===== src/rtl/sipo_pkg.sv =====
// Shared definitions for the serial link: default frame width and receiver state encoding.
`default_nettype none

package sipo_pkg;

  localparam int SIPO_WIDTH = 4;

  typedef enum logic [0:0] {
    ST_IDLE  = 1'b0,
    ST_SHIFT = 1'b1
  } state_e;

endpackage

`default_nettype wire


===== src/rtl/sipo_shift_stage.sv =====
// Receive shift register and bit counter; word presents the frame as it will look after the current bit.
`default_nettype none

module sipo_shift_stage
  import sipo_pkg::*;
#(
  parameter int WIDTH = SIPO_WIDTH,
  parameter int CNT_W = $clog2(WIDTH)
) (
  input  logic             clk,
  input  logic             rst,
  input  logic             shift,
  input  logic             restart,
  input  logic             serial_in,
  output logic [WIDTH-1:0] word,
  output logic [CNT_W-1:0] bit_count,
  output logic             last_bit
);

  localparam logic [CNT_W-1:0] LAST_IDX = CNT_W'(WIDTH - 1);

  logic [WIDTH-1:0] shreg;

  // LSB-first: new bit enters at the top and walks down towards bit 0
  assign word     = {serial_in, shreg[WIDTH-1:1]};
  assign last_bit = (bit_count == LAST_IDX);

  always_ff @(posedge clk) begin
    if (rst) begin
      shreg     <= '0;
      bit_count <= '0;
    end else if (shift) begin
      shreg <= word;
      if (restart)
        bit_count <= CNT_W'(1);
      else if (bit_count == LAST_IDX)
        bit_count <= '0;
      else
        bit_count <= bit_count + 1'b1;
    end
  end

endmodule

`default_nettype wire


===== src/rtl/sipo_frame_receiver.sv =====
// Serial-to-parallel frame receiver: FSM, one-deep ready/valid hold register, overrun and sync error pulses.
`default_nettype none

module sipo_frame_receiver
  import sipo_pkg::*;
#(
  parameter int WIDTH = SIPO_WIDTH,
  parameter int CNT_W = $clog2(WIDTH)
) (
  input  logic             clk,
  input  logic             rst,
  input  logic             serial_in,
  input  logic             in_valid,
  input  logic             start,
  output logic [WIDTH-1:0] out_data,
  output logic             out_valid,
  input  logic             out_ready,
  output logic             busy,
  output logic [CNT_W-1:0] bit_count,
  output logic             overrun,
  output logic             sync_err
);

  state_e           state, state_n;
  logic             shift, restart, complete, sync_err_n, last_bit;
  logic [WIDTH-1:0] word;

  sipo_shift_stage #(.WIDTH(WIDTH), .CNT_W(CNT_W)) u_stage (
    .clk       (clk),
    .rst       (rst),
    .shift     (shift),
    .restart   (restart),
    .serial_in (serial_in),
    .word      (word),
    .bit_count (bit_count),
    .last_bit  (last_bit)
  );

  always_ff @(posedge clk) begin
    if (rst) state <= ST_IDLE;
    else     state <= state_n;
  end

  always_comb begin
    state_n    = state;
    shift      = 1'b0;
    restart    = 1'b0;
    complete   = 1'b0;
    sync_err_n = 1'b0;
    case (state)
      ST_IDLE: begin
        if (in_valid && start) begin
          shift   = 1'b1;
          restart = 1'b1;
          state_n = ST_SHIFT;
        end
      end
      ST_SHIFT: begin
        if (in_valid) begin
          shift = 1'b1;
          if (start) begin
            // resynchronise on the new frame rather than dropping its first bit
            restart    = 1'b1;
            sync_err_n = 1'b1;
          end else if (last_bit) begin
            complete = 1'b1;
            state_n  = ST_IDLE;
          end
        end
      end
      default: state_n = ST_IDLE;
    endcase
  end

  assign busy = (state == ST_SHIFT);

  always_ff @(posedge clk) begin
    if (rst) begin
      out_data  <= '0;
      out_valid <= 1'b0;
      overrun   <= 1'b0;
      sync_err  <= 1'b0;
    end else begin
      overrun  <= 1'b0;
      sync_err <= sync_err_n;
      if (complete) begin
        if (!out_valid || out_ready) begin
          out_data  <= word;
          out_valid <= 1'b1;
        end else begin
          overrun <= 1'b1;
        end
      end else if (out_valid && out_ready) begin
        out_valid <= 1'b0;
      end
    end
  end

endmodule

`default_nettype wire

===== config.mk =====
export PLATFORM = sky130hd
export DESIGN_NAME = sipo_frame_receiver
export DESIGN_NICKNAME = d
export VERILOG_FILES = /design/src/rtl/sipo_pkg.sv /design/src/rtl/sipo_shift_stage.sv /design/src/rtl/sipo_frame_receiver.sv
export SDC_FILE = /design/constraint.sdc
export NUM_CORES = 1
export LEC_CHECK = 0
export ABC_CLOCK_PERIOD_IN_PS = 1300
export CAP_MARGIN = 25
export CELL_PAD_IN_SITES_DETAIL_PLACEMENT = 0
export CELL_PAD_IN_SITES_GLOBAL_PLACEMENT = 1
export CORE_MARGIN = 1.5
export CORE_UTILIZATION = 35
export CTS_BUF_LIST = sky130_fd_sc_hd__clkbuf_8
export DETAILED_ROUTE_END_ITERATION = 16
export PLACE_DENSITY_LB_ADDON = 0.25
export SLEW_MARGIN = 20
export SYNTH_ARGS = -nofsm -noshare
export SYNTH_HDL_FRONTEND = slang
export SYNTH_SLANG_ARGS = --single-unit

===== constraint.sdc =====
create_clock -name clk -period 1.3 [get_ports clk]
set_input_delay 0.26 -clock clk [delete_from_list [all_inputs] [get_ports clk]]
set_output_delay 0.26 -clock clk [all_outputs]
set_load 0.01 [all_outputs]

==> results of run 1 <==
repair_timing:
item | 4_1_cts | 5_1_grt
endpoints found under the setup margin | 11 | 1
buffers inserted | 0 | 0
hold buffers | 0 | 0
gates resized for setup | 11 | 2
pin swaps | 0 | 0
endpoints found under the hold margin | 0 | 0
path summary, 6_finish.rpt:
kind	slack, ns	cells past startpoint	endpoint
max	0.14	4	out_data[3]
min	0.47	2	out_data[0]
max reg2reg	0.14	4	out_data[3]
min reg2reg	0.47	2	out_data[0]
sequential cells by signal (all words and copies together), names as in the netlist:
signal	cells
u_stage.bit_count	2
overrun	1
busy	1
out_valid	1
sync_err	1
out_data	4
u_stage.shreg	3
report_power, final:
part	switching, uW	internal (uW)
registers	5.84	408
logic	35.1	48.8
clock network	142	209
layout make-up:
| class | instances | share of cell area [%] |
|---|---|---|
| repair buffers | 22 | 25.4 |
| flip-flops and latches | 13 | 32.7 |
| multi-input cells | 37 | 34.0 |
| clock buffers | 3 | 5.16 |
| well taps | 15 | 2.35 |
| clock inverters | 1 | 0.469 |
cell usage in the layout (no fill, tap or decap):
cell	instances
a21oi_1	3
a22oi_1	1
buf_12	1
buf_4	6
clkbuf_8	3
clkdlybuf4s50_1	5
dfxtp_1	12
dfxtp_2	1
dlygate4sd2_1	10
ha_1	1
inv_1	1
mux2i_1	7
nand2_1	4
nand2b_1	9
nand4b_1	1
nand4b_4	1
nor2_1	4
nor2b_4	1
nor3_1	1
nor3b_1	2
o21ai_0	1
o21ai_2	1
routing by layer:
layer  GRT usage [%]  wire, um  vias up
met3            5.17        53        2
met4            9.38        21        0
li1                -         -      226
met2            17.8       415       11
met1            15.2       463      199
met5               0         0        -
per-stage QoR:
step           util (%)  instances  total power (uW)
2_1_floorplan         -         52               455
3_3_place_gp       55.0         87               507
3_5_place_dp       55.0         87               508
4_1_cts            57.8         91               866
5_1_grt            58.5         91               895
6_report           58.5         91               848
critical path, cell delays in order, from the launching register on:
cell	delay [ns]
dfxtp_2	0.35
ha_1	0.22
nand4b_4	0.13
nor2b_4	0.20
mux2i_1	0.20
logic make-up (layout without fill, tap and decap cells):
| kind of cell | after synthesis | after routing | synth area share (%) |
|---|---|---|---|
| AND/OR/NAND/NOR | 23 | 23 | 26.1 |
| flip-flops | 13 | 13 | 48.8 |
| multiplexers | 7 | 7 | 13.1 |
| AO/OA/AOI/OAI | 6 | 6 | 6.81 |
| buffers and inverters | 2 | 26 | 2.82 |
| adder cells (fa/ha/maj) | 1 | 1 | 2.35 |
==> metrics.md, run 1 <==
| Metric | Value |
|---|---|
| Num CTS Buffers | `3` |
| Top cells by area, synth | `dfxtp_1 49%, mux2i_1 13%, nand2b_1 11%, a21oi_1 2.8%, nand2_1 2.8%` |
| Clk slew on worst S/H paths | `around 0.050 ns` |
| Yosys reg bits | `13` |
| Req. time, crit path | `about 1.5 ns` |
| Initial DRC Count | `1` |
| CTS tree | `built` |
| Die X | `42.0 um` |
| Synthesized area | `between 500 and 600 um2` |
| Remaining Overflow, GRT | `0` |
| Synth top cells by count | `13 x dfxtp_1, 9 x nand2b_1, 7 x mux2i_1` |
| PortBufs | `15` |
| R2r startpoint | `u_stage.bit_count[0]` |
| Worst-Margin Slew | `about 0.26 ns` |
| IO Pins | `16` |
| Root buffer cell | `clkbuf_8` |
| Slew headroom | `~83%` |
| Sink Count | `13` |
| Asr flop ratio synth | `0%` |
| HP Start | `out_data[0]` |
| Distinct cells, synth | `17` |
| Post-synth EDFFs | `0` |
| Routed vias | `roughly 440` |
| Pwr per Cell Area | `roughly 1100 mW/mm2` |
| Post-route setup TNS | `0 ns` |
| Initial antenna violation count | `0` |
| GP Congestion | `between 0.8 and 0.9` |
| Period utilization | `89.5%` |
| Post-synth top area share | `48.8%` |
| Clock Skew | `between 0.0004 and 0.0005 ns` |
| RSZ-0062 raised after global routing | `no` |
| Vias per cell | `between 4 and 5` |
| Post-Syn Instances | `52` |
| Hold Slack | `between 0.4 and 0.5 ns` |
| Worst Setup Path Type | `register to register` |
| Tmin final | `1.16 ns` |
| Placed inst area | `~750 um2` |
| Synth Flop Type | `dfxtp_1` |
| Num rows | `13` |
| Fin. Hold Viols | `0` |
| Achievable Freq | `roughly 0.86 GHz` |
| WL final | `about 950 um` |
| Area growth from synthesis to layout | `50.0%` |
| Post-synthesis sequential area ratio | `48.8%` |
| Pins Over Slew Limit | `0` |
| Layout cells sized above 1 | `a little under a fifth` |
| Post-route cell area | `roughly 800 um2` |
| Max cap viols | `0` |
| Vias in the first global route | `a little under 400` |
| Die Y | `42.0 um` |
| Nets | `84` |
| Post-synth top area cell | `dfxtp_1` |
| Clock Latency Late Sink | `about 0.24 ns` |
| ANT nets after route | `0` |
| Status | `completed` |
| CP endpoint kind | `register` |
| Die area | `between 0.0015 and 0.002 mm2` |
| Crit-path max FO | `4` |
| Critical path startpoint category | `register` |
| Worst Setup SP | `u_stage.bit_count[0]` |
| Critical path arrival | `between 1 and 1.5 ns` |
| Static Leak | `around 0.00038 uW` |
| YS warnings | `0` |
| Synthesized area per cell | `roughly 10 um2` |
| Initial DRT Pass Iterations | `4` |
| Final setup fails | `0` |
| Footprint of the multi-input gates | `roughly 270 um2` |
| First-pass GRT wire length | `~1.6 mm` |
| Residual DRC | `0` |
| Antenna diodes | `0` |
| Hold crit path type | `register to register` |
| GRT Total Usage | `12.6%` |
| Initial Util | `between 30% and 40%` |
| Total nets after synthesis | `59` |
| Fill count | `between 100 and 150` |
| Sequential Area | `around 260 um2` |
| Post-DP HPWL | `roughly 680 um` |
| H-Tree Depth | `1` |
| CORE AREA | `between 0.001 and 0.0015 mm2` |
| Pin count of the biggest net entering global routing | `18` |
| Worst VDD drop | `roughly 790 uV` |
| Clk buf depth | `2` |
| Setup WS pre-CTS | `-0.243 ns` |
| Most numerous cell in the Yosys netlist | `dfxtp_1` |
| Worst Slack Setup Final | `0.137 ns` |
| Routed length per instance | `~10 um` |
No activity file was read; power rests on OpenSTA's default activity.
==> run 2, diff against run 1 <==
- HOLD_SLACK_MARGIN: not set -> 0.03
==> results of run 2 <==
The final DEF is identical to that of run 1; final timing and power are the same.
